--- src/rtl/adpll_pkg.sv ---
// ADPLL loop controller shared types: FSM state and PFD sample class.
package adpll_pkg;

  typedef enum logic [1:0] {
    IDLE   = 2'd0,
    SAR    = 2'd1,
    TRACK  = 2'd2,
    LOCKED = 2'd3
  } state_e;

  // HOLD doubles as "no direction seen yet" in the last-direction register.
  typedef enum logic [1:0] {
    HOLD = 2'd0,
    INC  = 2'd1,
    DEC  = 2'd2
  } cls_e;

  // UP means feedback is slow (raise the code); both or neither means hold.
  function automatic cls_e classify(input logic up, input logic dn);
    if (up && !dn) return INC;
    if (dn && !up) return DEC;
    return HOLD;
  endfunction

endpackage

--- src/rtl/adpll_lock_det.sv ---
// Settle / lock-loss counter for the ADPLL loop controller.
// Optional lock-loss detection is compiled in with ADPLL_LOCK_LOSS_EN.
module adpll_lock_det
  import adpll_pkg::*;
#(
  parameter int LOCK_CNT = 8
`ifdef ADPLL_LOCK_LOSS_EN
  , parameter int LOSS_CNT = 4
`endif
) (
  input  logic clk_i,
  input  logic rst_i,
  input  logic clr_i,     // drop all history (not tracking, restart, disable)
  input  logic vld_i,     // qualified sample this cycle
  input  cls_e cls_i,
`ifdef ADPLL_LOCK_LOSS_EN
  input  logic locked_i,
  output logic loss_o,
`endif
  output logic settled_o
);

  localparam int SW = $clog2(LOCK_CNT + 1);
  localparam logic [SW-1:0] LOCK_MAX = SW'(LOCK_CNT);

  logic [SW-1:0] settle_q, settle_d;
  cls_e          last_q, last_d;

`ifdef ADPLL_LOCK_LOSS_EN
  localparam int LW = $clog2(LOSS_CNT + 1);
  localparam logic [LW-1:0] LOSS_MAX = LW'(LOSS_CNT);
  logic [LW-1:0] loss_q, loss_d;
`endif

  // Next-state for settle run, last direction and (optionally) loss run.
  always_comb begin
    settle_d  = settle_q;
    last_d    = last_q;
    settled_o = 1'b0;
    if (vld_i) begin
      if (cls_i == HOLD || (last_q != HOLD && cls_i != last_q))
        settle_d = (settle_q == LOCK_MAX) ? settle_q : settle_q + 1'b1;
      else if (cls_i == last_q)
        settle_d = '0;
      if (cls_i != HOLD) last_d = cls_i;
      settled_o = (settle_d == LOCK_MAX);
    end
`ifdef ADPLL_LOCK_LOSS_EN
    loss_d = loss_q;
    loss_o = 1'b0;
    if (!locked_i) begin
      loss_d = '0;
    end else if (vld_i) begin
      if (cls_i == HOLD)        loss_d = '0;
      else if (cls_i == last_q) loss_d = (loss_q == LOSS_MAX) ? loss_q : loss_q + 1'b1;
      else                      loss_d = LW'(1);
      if (loss_d == LOSS_MAX) begin
        loss_o   = 1'b1;
        loss_d   = '0;
        settle_d = '0;
      end
    end
`endif
  end

  // History registers; cleared on reset or whenever the loop is not tracking.
  always_ff @(posedge clk_i) begin
    if (rst_i || clr_i) begin
      settle_q <= '0;
      last_q   <= HOLD;
`ifdef ADPLL_LOCK_LOSS_EN
      loss_q   <= '0;
`endif
    end else begin
      settle_q <= settle_d;
      last_q   <= last_d;
`ifdef ADPLL_LOCK_LOSS_EN
      loss_q   <= loss_d;
`endif
    end
  end

endmodule

--- src/rtl/adpll_loop_ctrl.sv ---
// ADPLL loop controller: SAR coarse search of the DCO code, then +/-1
// tracking with lock detection. ADPLL_LOCK_LOSS_EN adds lock-loss exit.
module adpll_loop_ctrl
  import adpll_pkg::*;
#(
  parameter int CODE_W   = 7,
  parameter int DIV_W    = 3,
  parameter int LOCK_CNT = 8
`ifdef ADPLL_LOCK_LOSS_EN
  , parameter int LOSS_CNT = 4
`endif
) (
  input  logic              REF_CLK,
  input  logic              RESET,
  input  logic              EN,
  input  logic [DIV_W-1:0]  M,
  input  logic              CMP_VALID,
  input  logic              UP,
  input  logic              DN,
  output logic [CODE_W-1:0] DCO_CODE,
  output logic              LOCK,
  output logic [1:0]        STATE,
  output logic [DIV_W-1:0]  FREQ_DIV
);

  localparam int KW = (CODE_W > 1) ? $clog2(CODE_W) : 1;
  localparam logic [CODE_W-1:0] MID   = CODE_W'(1) << (CODE_W - 1);
  localparam logic [CODE_W-1:0] MAXC  = '1;
  localparam logic [KW-1:0]     K_TOP = KW'(CODE_W - 1);

  state_e            state_q;
  logic [CODE_W-1:0] code_q, sar_code, trk_code;
  logic [KW-1:0]     k_q;
  logic [DIV_W-1:0]  m_q;
  logic              lock_q;

  cls_e cls;
  logic tracking, m_chg, det_clr, det_vld, settled;
`ifdef ADPLL_LOCK_LOSS_EN
  logic loss;
`endif

  assign cls      = classify(UP, DN);
  assign tracking = (state_q == TRACK) || (state_q == LOCKED);
  assign m_chg    = (state_q != IDLE) && (M != m_q);
  assign det_clr  = !EN || m_chg || !tracking;
  assign det_vld  = CMP_VALID && tracking && EN && !m_chg;

  // Candidate codes: SAR bit decision and saturating tracking step.
  always_comb begin
    sar_code = code_q;
    if (cls == DEC) sar_code[k_q] = 1'b0;
    if (k_q != '0)  sar_code[k_q - KW'(1)] = 1'b1;
    trk_code = code_q;
    if (cls == INC && code_q != MAXC) trk_code = code_q + 1'b1;
    if (cls == DEC && code_q != '0)   trk_code = code_q - 1'b1;
  end

  adpll_lock_det #(
    .LOCK_CNT (LOCK_CNT)
`ifdef ADPLL_LOCK_LOSS_EN
    , .LOSS_CNT (LOSS_CNT)
`endif
  ) u_lock_det (
    .clk_i     (REF_CLK),
    .rst_i     (RESET),
    .clr_i     (det_clr),
    .vld_i     (det_vld),
    .cls_i     (cls),
`ifdef ADPLL_LOCK_LOSS_EN
    .locked_i  (state_q == LOCKED),
    .loss_o    (loss),
`endif
    .settled_o (settled)
  );

  // Loop FSM; priority RESET > EN=0 > M change > sample.
  always_ff @(posedge REF_CLK) begin
    if (RESET) begin
      state_q <= IDLE;
      code_q  <= MID;
      k_q     <= K_TOP;
      m_q     <= '0;
      lock_q  <= 1'b0;
    end else if (!EN) begin
      state_q <= IDLE;
      lock_q  <= 1'b0;
    end else if (state_q == IDLE || m_chg) begin
      state_q <= SAR;
      code_q  <= MID;
      k_q     <= K_TOP;
      m_q     <= M;
      lock_q  <= 1'b0;
    end else if (CMP_VALID) begin
      case (state_q)
        SAR: begin
          code_q <= sar_code;
          if (k_q != '0) k_q <= k_q - KW'(1);
          else           state_q <= TRACK;
        end
        TRACK: begin
          code_q <= trk_code;
          if (settled) begin
            state_q <= LOCKED;
            lock_q  <= 1'b1;
          end
        end
        LOCKED: begin
          code_q <= trk_code;
`ifdef ADPLL_LOCK_LOSS_EN
          if (loss) begin
            state_q <= TRACK;
            lock_q  <= 1'b0;
          end
`endif
        end
        default: ;
      endcase
    end
  end

  assign DCO_CODE = code_q;
  assign LOCK     = lock_q;
  assign STATE    = state_q;
  assign FREQ_DIV = M;

endmodule

--- config.mk ---
export PLATFORM = sky130hd
export DESIGN_NAME = adpll_loop_ctrl
export DESIGN_NICKNAME = d
export VERILOG_FILES = /design/src/rtl/adpll_pkg.sv /design/src/rtl/adpll_lock_det.sv /design/src/rtl/adpll_loop_ctrl.sv
export SDC_FILE = /design/constraint.sdc
export NUM_CORES = 1
export LEC_CHECK = 0
export ABC_CLOCK_PERIOD_IN_PS = 3100
export CAP_MARGIN = 30
export CORE_UTILIZATION = 55
export DETAILED_ROUTE_END_ITERATION = 8
export PLACE_DENSITY = 0.79
export SLEW_MARGIN = 20
export SYNTH_ARGS = -nofsm -noshare
export SYNTH_HDL_FRONTEND = slang
export SYNTH_HIERARCHICAL = 1
export SYNTH_SLANG_ARGS = --single-unit
export TNS_END_PERCENT = 20
--- constraint.sdc ---
create_clock -name REF_CLK -period 3.1 [get_ports REF_CLK]
set_clock_uncertainty 0.05 [all_clocks]
set_input_delay 0.775 -clock REF_CLK [delete_from_list [all_inputs] [get_ports REF_CLK]]
set_output_delay 0.775 -clock REF_CLK [all_outputs]
set_load 0.01 [all_outputs]
=== Word level (Yosys, flattened, before mapping) ===
Cells that the tools add are included.

* Register bits: 22
* Input port bits: 9
* Output and inout port bits: 13
* Word-level logic and storage cells: 113

* $add $sub $neg: 4
* $lt $le $gt $ge: 4
* Equality and inequality tests: 16
* Mux-type cells: 32
* Bitwise logic cells: 4
* Reduce and logical (&&, ||, !) cells: 45

{| class="wikitable"
|+ Operators by type and width
! operator !! count
|-
| $mux W7 || 6
|-
| $mux W4 || 4
|-
| $reduce_and A4 Y1 || 4
|-
| $pmux W7 S2 || 1
|-
| $reduce_bool A2 Y1 || 7
|-
| $mux W2 || 6
|-
| $mux W3 || 4
|-
| $logic_and A1 B1 Y1 || 11
|-
| $reduce_bool A3 Y1 || 3
|-
| $eq A4 B4 Y1 const B || 2
|-
| $lt A3 B4 Y1 const B || 2
|-
| $mux W1 || 8
|-
| $add A7 B1 Y7 const B || 1
|-
| $and A7 B7 Y7 || 1
|-
| $ne A7 B7 Y1 const B || 1
|-
| $not A7 Y7 || 1
|-
| $or A7 B7 Y7 || 1
|-
| $reduce_bool A7 Y1 || 1
|-
| $sub A7 B1 Y7 const B || 1
|-
| $demux W1 S3 || 2
|-
| $eq A2 B2 Y1 const B || 3
|-
| $ge A3 B1 Y1 const B || 2
|-
| $logic_or A1 B1 Y1 || 6
|-
| $logic_not A1 Y1 || 5
|-
| 17 further kinds || 22
|}

=== Depth between registers and ports, before layout ===
Gate-level depths: netlist of run 1.

* Word-level depth: 17
* Gate-level depth with buffers: 11
* Gate-level depth less buffers: 11

=== Hierarchy ===
Netlist of run 1, hierarchy kept.

{| class="wikitable"
|+ By module, submodules not included
! module !! times used !! cells an instance !! area each (um^2) !! sequential area each (um^2)
|-
| adpll_loop_ctrl || 1 || 177 || 1397.6 || 320.3
|-
| adpll_lock_det || 1 || 58 || 435.4 || 120.1
|}

=== Worst setup path after synthesis of run 1 ===
No wires, ideal clock.

* Path kind: in2reg
* Start point: input M[1]
* End point: register state_q[0], in the netlist STATE[0]
* Setup time: 0.086 ns
* Arrival: 2.600 ns
* Data required time: 2.964 ns
* Path slack: 0.364 ns
* Cell stages on the path: 10
* Path buffers: 0
* Cells stage by stage: xnor2_1 and3_1 nand3_1 nor2_1 inv_1 a221o_1 a221oi_2 nand2_1 a32o_1 a211oi_1

* Longest elaborated chain between the ends: 7
* Elaborated cells on any way between the ends: 12
* Those cells by class: eq/ne (3); mux (2); reduce/logical (7)

{| class="wikitable"
|+ Ends and longest elaborated chain
! item !! line !! text
|-
| start, declared || adpll_loop_ctrl.sv:16 || <nowiki>input logic [DIV_W-1:0] M,</nowiki>
|-
| $ne A3 B3 Y1 || adpll_loop_ctrl.sv:45 || <nowiki>assign m_chg = (state_q != IDLE) && (M != m_q);</nowiki>
|-
| $logic_and A1 B1 Y1 || adpll_loop_ctrl.sv:45 ||
|-
| $logic_not A1 Y1 || adpll_loop_ctrl.sv:47 || <nowiki>assign det_vld = CMP_VALID && tracking && EN && !m_chg;</nowiki>
|-
| $logic_and A1 B1 Y1 || adpll_loop_ctrl.sv:47 ||
|-
| net det_vld || adpll_loop_ctrl.sv:38 || <nowiki>logic tracking, m_chg, det_clr, det_vld, settled;</nowiki>
|-
| $mux W1 || adpll_lock_det.sv:40 || <nowiki>if (vld_i) begin</nowiki>
|-
| net settled || adpll_loop_ctrl.sv:38 ||
|-
| $ne A3 B2 Y1 (no line) || n/a ||
|-
| $reduce_and A4 Y1 (no line) || n/a ||
|-
| end signal, assigned || adpll_loop_ctrl.sv:80 || <nowiki>state_q <= IDLE;</nowiki>
|-
| end signal, assigned || adpll_loop_ctrl.sv:86 || <nowiki>state_q <= IDLE;</nowiki>
|-
| end signal, assigned || adpll_loop_ctrl.sv:89 || <nowiki>state_q <= SAR;</nowiki>
|-
| end, declared || adpll_loop_ctrl.sv:31 || <nowiki>state_e state_q;</nowiki>
|}

The timed path passes the listed nets, and every way through them passes these cells.
A chain may end at the register's enable or synchronous reset.

=== Worst setup path after layout of run 1 ===
* Start point: input M[0]
* End point: register state_q[0], in the netlist STATE[0]

The elaborated chain is that of the path after synthesis.

==> results.md, run 1 <==
* Tot GR Track Use at 0.282
* Crit start category: primary input
* Final Hold Fails at 0
* Syn_nets at roughly 250
* Detail Route Antenna Nets at 0
* Drt first pass iters at 5
* Final WL at ~4600 microns
* CP max stage delay at ~0.45 ns
* Least-Margin Pin Slew at approximately 0.51 ns
* Utilization after layout at 0.715
* Seq/Total Area, Yosys at 0.240
* Crit path launch: M[0]
* Mapped cell area at between 1500 and 2000 sq um
* FF-to-FF End: DCO_CODE[6]$_SDFFE_PP1P_
* Slowest CP cell: clkdlybuf4s50_1
* Pin count of the biggest net entering global routing at 16
* Commonest non-fill, non-tap cell in the layout: nor2_1
* Antenna cells at 0
* Vias in the first global route at approximately 1600
* Setup slack, reg-to-reg at just over 0.6 ns
* Netlist cell types at 59
* Top Ports at 22
* Worst vdd ir at 0.237 mV
* Vias post-DR at 1894
* Top_reg_cell synth: dfxtp_1
* Final period util at 0.924
* Reg2Reg Depth at 8
* Clock slew at reported path FFs at around 0.13 ns
* DR vias/cell at a little over 6
* Clock Latency Late Sink at ~0.32 ns
* Final Wtd Congestion at a little over 0.9
* WP data required at around 3.3 ns
* Max Cap Viol at 0
* Hold Crit Class: flop to flop
* Worst-path fanout max at 3
* Die span in y at between 50 and 60 microns
* Per-cell routed wire length at 14.9 microns
* Initial cell density of the core at 0.591
* CTS buffer count at 3
* Post-synth EDFFs at 0
* Pleak at approximately 0.8 nW
* Clk sinks at 22
* Number of port buffers at 21
* Synth warn at 6
* Gate count of the mapped netlist at between 200 and 250
* Reg2reg start: DCO_CODE[2]$_SDFFE_PP0P_
* Crit-path cells: clkdlybuf4s50_1 -> xnor2_1 -> and3_1 -> nand3_1 -> nor2_1 -> inv_1 -> a221o_1 -> a221oi_2 -> nand2_1 -> a32o_1 -> a211oi_1
* Flops & latches, synth at 22
* Nets at ~290
* Status: finished clean
* Layout cells sized above 1 at 0.146
* RSZ-0062 raised after global routing: false
* CTS tree: yes
* CTS HTree Levels at 1
* Post-synthesis area per instance at just under 8 sq um
* Arrival @ worst endpoint at ~3.1 ns
* Top delay family on crit path: compound AO/OA/AOI/OAI gates
* Die area at roughly 3600 sq um
* Relative slew slack at 0.656
* # DRC at 0
* Die W at about 60 microns
* Crit path kind: primary input to flop
* Most frequent cells in the layout: 23 x nor2_1, 22 x dfxtp_1, 21 x clkdlybuf4s50_1, 19 x buf_4, 15 x nand2_1
* Post-CTS sizing at 0
* First-pass GRT wire length at ~7600 microns
* CTS Hold Bufs at 0
* Clk root buf: clkbuf_4
* DP Wirelength at roughly 3600 microns
* Cell Rows at 20
* Buffers from clock root to sink, at most at 2
* Setup TNS at 0 ns
* Worst setup endpoint: STATE[0]$_SDFFE_PP0P_
* Ys async rst share at 0
* Global route overflow at 0
* Finished Cell Area at between 2000 and 2500 sq um
* Post-CTS setup buffer count at 0
* Cell area power density at approximately 260 nW/um^2
* Core Area at slightly above 3000 sq um
* Starting DRT DRC Count at approximately 160
* Crit path buffers/inverters at 2
* Max Slew Vio Count at 0
* Final setup viols at 0
* Fmax at 349 MHz
* Total Power at ~0.57 mW
* Area post-placement at roughly 2200 sq um
* Fill cell count at 291
* Final min period at between 2 and 3 ns
* WP depth at 11
* Area grow syn2layout at 21.0%
* CP Capture Type: flop
* Initial antenna violation count at 0
## final cells by class
| type | count | area [sq um] | area share |
|---|---|---|---|
| multi-input combinational | 189 | 1280 | 0.579 |
| clock buffer | 4 | 36.3 | 0.0164 |
| sequential | 22 | 440 | 0.199 |
| inverter | 13 | 48.8 | 0.0220 |
| tap | 44 | 55.1 | 0.0248 |
| timing repair buffer | 40 | 353 | 0.159 |
## synth_stat cells (all sizes together), types with 5 or more instances
cell type | instances | share of area
nand2b | 5 | 0.017
o211ai | 11 | 0.045
nor3 | 9 | 0.027
nor2 | 24 | 0.051
a211oi | 7 | 0.029
inv | 11 | 0.023
dfxtp | 22 | 0.24
nand4 | 5 | 0.017
nand3 | 9 | 0.025
a21oi | 14 | 0.042
o21ai | 16 | 0.046
buf | 6 | 0.022
nand2 | 16 | 0.034
clkbuf | 5 | 0.010
ha | 9 | 0.061
## routing by layer
layer	share of wire	global-route usage	vias up
li1	-	-	955
met1	0.46	0.389	866
met2	0.46	0.463	69
met3	0.067	0.0476	4
met4	0.0067	0.0565	0
met5	0	0	-
## where the power goes
group / leakage, nW / internal, mW / switching, mW
registers: 0.178 / 0.286 / 0.00548
clock network: 0.0210 / 0.0719 / 0.0976
logic: 0.608 / 0.0499 / 0.0557
total: 0.807 / 0.408 / 0.159
## cells by family (layout without fill, tap and decap cells)
kind of cell	after synthesis	after routing	synth area share
buffers and inverters	24	57	0.0587
adder cells (fa/ha/maj)	10	10	0.0724
XOR/XNOR	5	5	0.0239
flip-flops	22	22	0.240
AO/OA/AOI/OAI	76	76	0.303
multiplexers	1	1	0.00546
AND/OR/NAND/NOR	97	97	0.296
## flip-flops by register name (all words and copies together) (netlist names)
signal,cells
STATE,2
k_q,3
DCO_CODE,7
LOCK,1
m_q,3
u_lock_det/last_q,2
u_lock_det/settle_q,4
## how the worst min path moves through the flow
| stage | from | endpoint | cells past startpoint |
|---|---|---|---|
| 5_1_grt | LOCK$_SDFFE_PP0P_ | LOCK$_SDFFE_PP0P_ | 2 |
| 6_report | m_q[2]$_SDFFE_PP0P_ | m_q[2]$_SDFFE_PP0P_ | 2 |
| 3_5_place_dp | m_q[2]$_SDFFE_PP0P_ | m_q[2]$_SDFFE_PP0P_ | 2 |
| 4_1_cts | m_q[2]$_SDFFE_PP0P_ | m_q[2]$_SDFFE_PP0P_ | 2 |
| 3_3_place_gp | m_q[2]$_SDFFE_PP0P_ | m_q[2]$_SDFFE_PP0P_ | 2 |
| 2_1_floorplan | m_q[0]$_SDFFE_PP0P_ | m_q[0]$_SDFFE_PP0P_ | 2 |
## worst register-to-register path, stage by stage (launching register included)
cell	delay, ns
dfxtp_1	0.40
nor4_2	0.37
a21oi_2	0.19
fa_1	0.43
a211oi_1	0.32
nor3_1	0.12
o22ai_1	0.19
xnor2_1	0.11
a221oi_2	0.23
## per-stage QoR
stage	cells	hold slack (ns)	setup slack [ns]
floorplan	235	0.399	0.364
global placement	308	0.409	-0.0415
detailed placement	308	0.429	-0.0922
CTS	312	0.448	0.227
global route	312	0.469	0.0150
finish	312	0.444	0.234
Note: power is estimated with default switching activity, not from simulation.
==> run 2: changes to the inputs <==
- ABC_CLOCK_PERIOD_IN_PS: 3100 -> 3700
- clock period: 3.1 -> 3.7 ns (I/O delays scaled with it)
==> run 2 against run 1 <==
Net effect: largest cell class unchanged; first-iteration DRC count rose by 23%; non-clock buffer count fell by 13; worst setup slack improved by 0.33 ns.
==> results.md, run 2 (synthesized netlist as in run 1, its figures left out) <==
* Fill cell count at between 200 and 300
* Pin count of the biggest net entering global routing at 21
* DR top layer: met4
* Finished Cell Area at around 2100 sq um
* CTS HTree Levels at 1
* Drt first pass iters at 4
* Final Hold Slack at approximately 0.43 ns
* Worst-path fanout max at 5
* Initial cell density of the core at 0.591
* Crit-path cells: clkdlybuf4s50_1 -> xnor2_1 -> and3_1 -> nand3_1 -> nor2_1 -> inv_1 -> a221o_1 -> a221oi_2 -> nand2_1 -> a32o_1 -> a211oi_1
* RSZ-0062 raised after global routing: false
* Post-CTS sizing at 0
* Die area at ~3600 sq um
* Hold Crit Class: flop to flop
* Switching share of power at 0.278
* Crit start category: primary input
* Starting DRT DRC Count at 192
* Switching power at 0.129 mW
* Vias post-DR at 1824
* Met3 WL post-DR at 279 microns
* # DRC at 0
* Met1 wire length at roughly 2100 microns
* Core Area at just over 3000 sq um
* Die W at approximately 60 microns
* Cell Rows at 20
* Per-cell routed wire length at roughly 15 microns
* Antenna cells at 0
* DP Cell Count at between 200 and 300
* Clock Latency Late Sink at between 0.3 and 0.4 ns
* Flop pwr share at 0.527
* CP max stage delay at around 0.45 ns
* Area post-placement at about 2100 sq um
* Layout cells sized above 1 at 0.102
* Final min period at around 3.1 ns
* Comb pwr share at 0.170
* CTS Hold Bufs at 0
* Global route overflow at 0
* Met2 wire length at roughly 2000 microns
* Tot GR Track Use at 0.270
* Slowest CP cell: clkdlybuf4s50_1
* WP data required at between 3 and 4 ns
* Arrival @ worst endpoint at 3.33 ns
* CTS tree: yes
* Total Power at roughly 0.46 mW
* Final period util at 0.847
* Pleak at roughly 0.74 nW
* Least-Margin Pin Slew at between 0.5 and 0.6 ns
* Max Slew Vio Count at 0
* CTS buffer count at 3
* Number of port buffers at 21
* Setup TNS at 0 ns
* Final Hold Fails at 0
* Largest register FFs at 7
* Final setup viols at 0
* First-pass GRT wire length at roughly 7400 microns
* Utilization after layout at 0.683
* Vias in the first global route at around 1600
* CP Capture Type: flop
* Final Wtd Congestion at just under 1
* Place WS at roughly 0.26 ns
* Clock slew at reported path FFs at about 0.13 ns
* Fin cells at around 300
* Final WL at 4450 microns
* Clk pwr share at 0.302
* DP Wirelength at roughly 3300 microns
* Cell area power density at roughly 220 nW/um^2
* Buffers from clock root to sink, at most at 2
* Status: finished clean
* Relative slew slack at 0.616
* Nets at 275
* Clk sinks at 22
* Cell Int Power at about 0.33 mW
* Worst vdd ir at ~0.14 mV
* Commonest non-fill, non-tap cell in the layout: nor2_1
* Die span in y at 59.7 microns
* Detail Route Antenna Nets at 0
* Max Cap Viol at 0
* Most frequent cells in the layout: 23 x nor2_1, 22 x dfxtp_1, 21 x clkdlybuf4s50_1, 15 x nand2_1, 12 x a21oi_1
* Area grow syn2layout at 15.7%
* Clk root buf: clkbuf_4
* Fmax at between 300 and 400 MHz
* Final WS setup at roughly 0.57 ns
* Initial antenna violation count at 0
* Top Ports at 22
* Crit path kind: primary input to flop
* Post-CTS setup buffer count at 0
* DR vias/cell at around 6.1
## run 2: cell count changes in the layout (fill, tap and decap cells not counted)
cell and delta:
buf_4 -13
## run 2: metal layers
layer / global-route usage / vias up
li1: - / 935
met1: 0.385 / 820
met2: 0.432 / 61
met3: 0.0216 / 8
met4: 0.0797 / 0
met5: 0 / -
## run 2: critical path: cells and delay by family
kind	cells	cell delay, ns
compound gates	4	0.91
xor+xnor	1	0.25
buf+inv	2	0.53
simple gates	4	0.72
## run 2: area by class of cell
cell class | instances | area, sq um | share of cell area
inverters | 13 | 48.8 | 0.0230
repair buffers | 27 | 255 | 0.120
clock buffers | 4 | 36.3 | 0.0171
well taps | 44 | 55.1 | 0.0260
flip-flops and latches | 22 | 440 | 0.208
multi-input cells | 189 | 1280 | 0.606
## run 2: path summary, 6_finish.rpt
kind	depth (start not counted)	slack (ns)	from	end
setup / recovery	11	0.57	M[0]	STATE[0]$_SDFFE_PP0P_
hold / removal	2	0.43	m_q[2]$_SDFFE_PP0P_	m_q[2]$_SDFFE_PP0P_
setup reg to reg	9	1.17	DCO_CODE[3]$_SDFFE_PP0P_	DCO_CODE[6]$_SDFFE_PP1P_
hold reg to reg	2	0.43	m_q[2]$_SDFFE_PP0P_	m_q[2]$_SDFFE_PP0P_
## run 2: power groups by stage
stage | registers, mW | clock network (mW) | logic, mW
2_1_floorplan | 0.248 | 0 | 0.0513
3_3_place_gp | 0.249 | 0 | 0.0774
3_5_place_dp | 0.249 | 0 | 0.0779
4_1_cts | 0.244 | 0.141 | 0.0782
5_1_grt | 0.245 | 0.148 | 0.0855
6_report | 0.244 | 0.140 | 0.0790
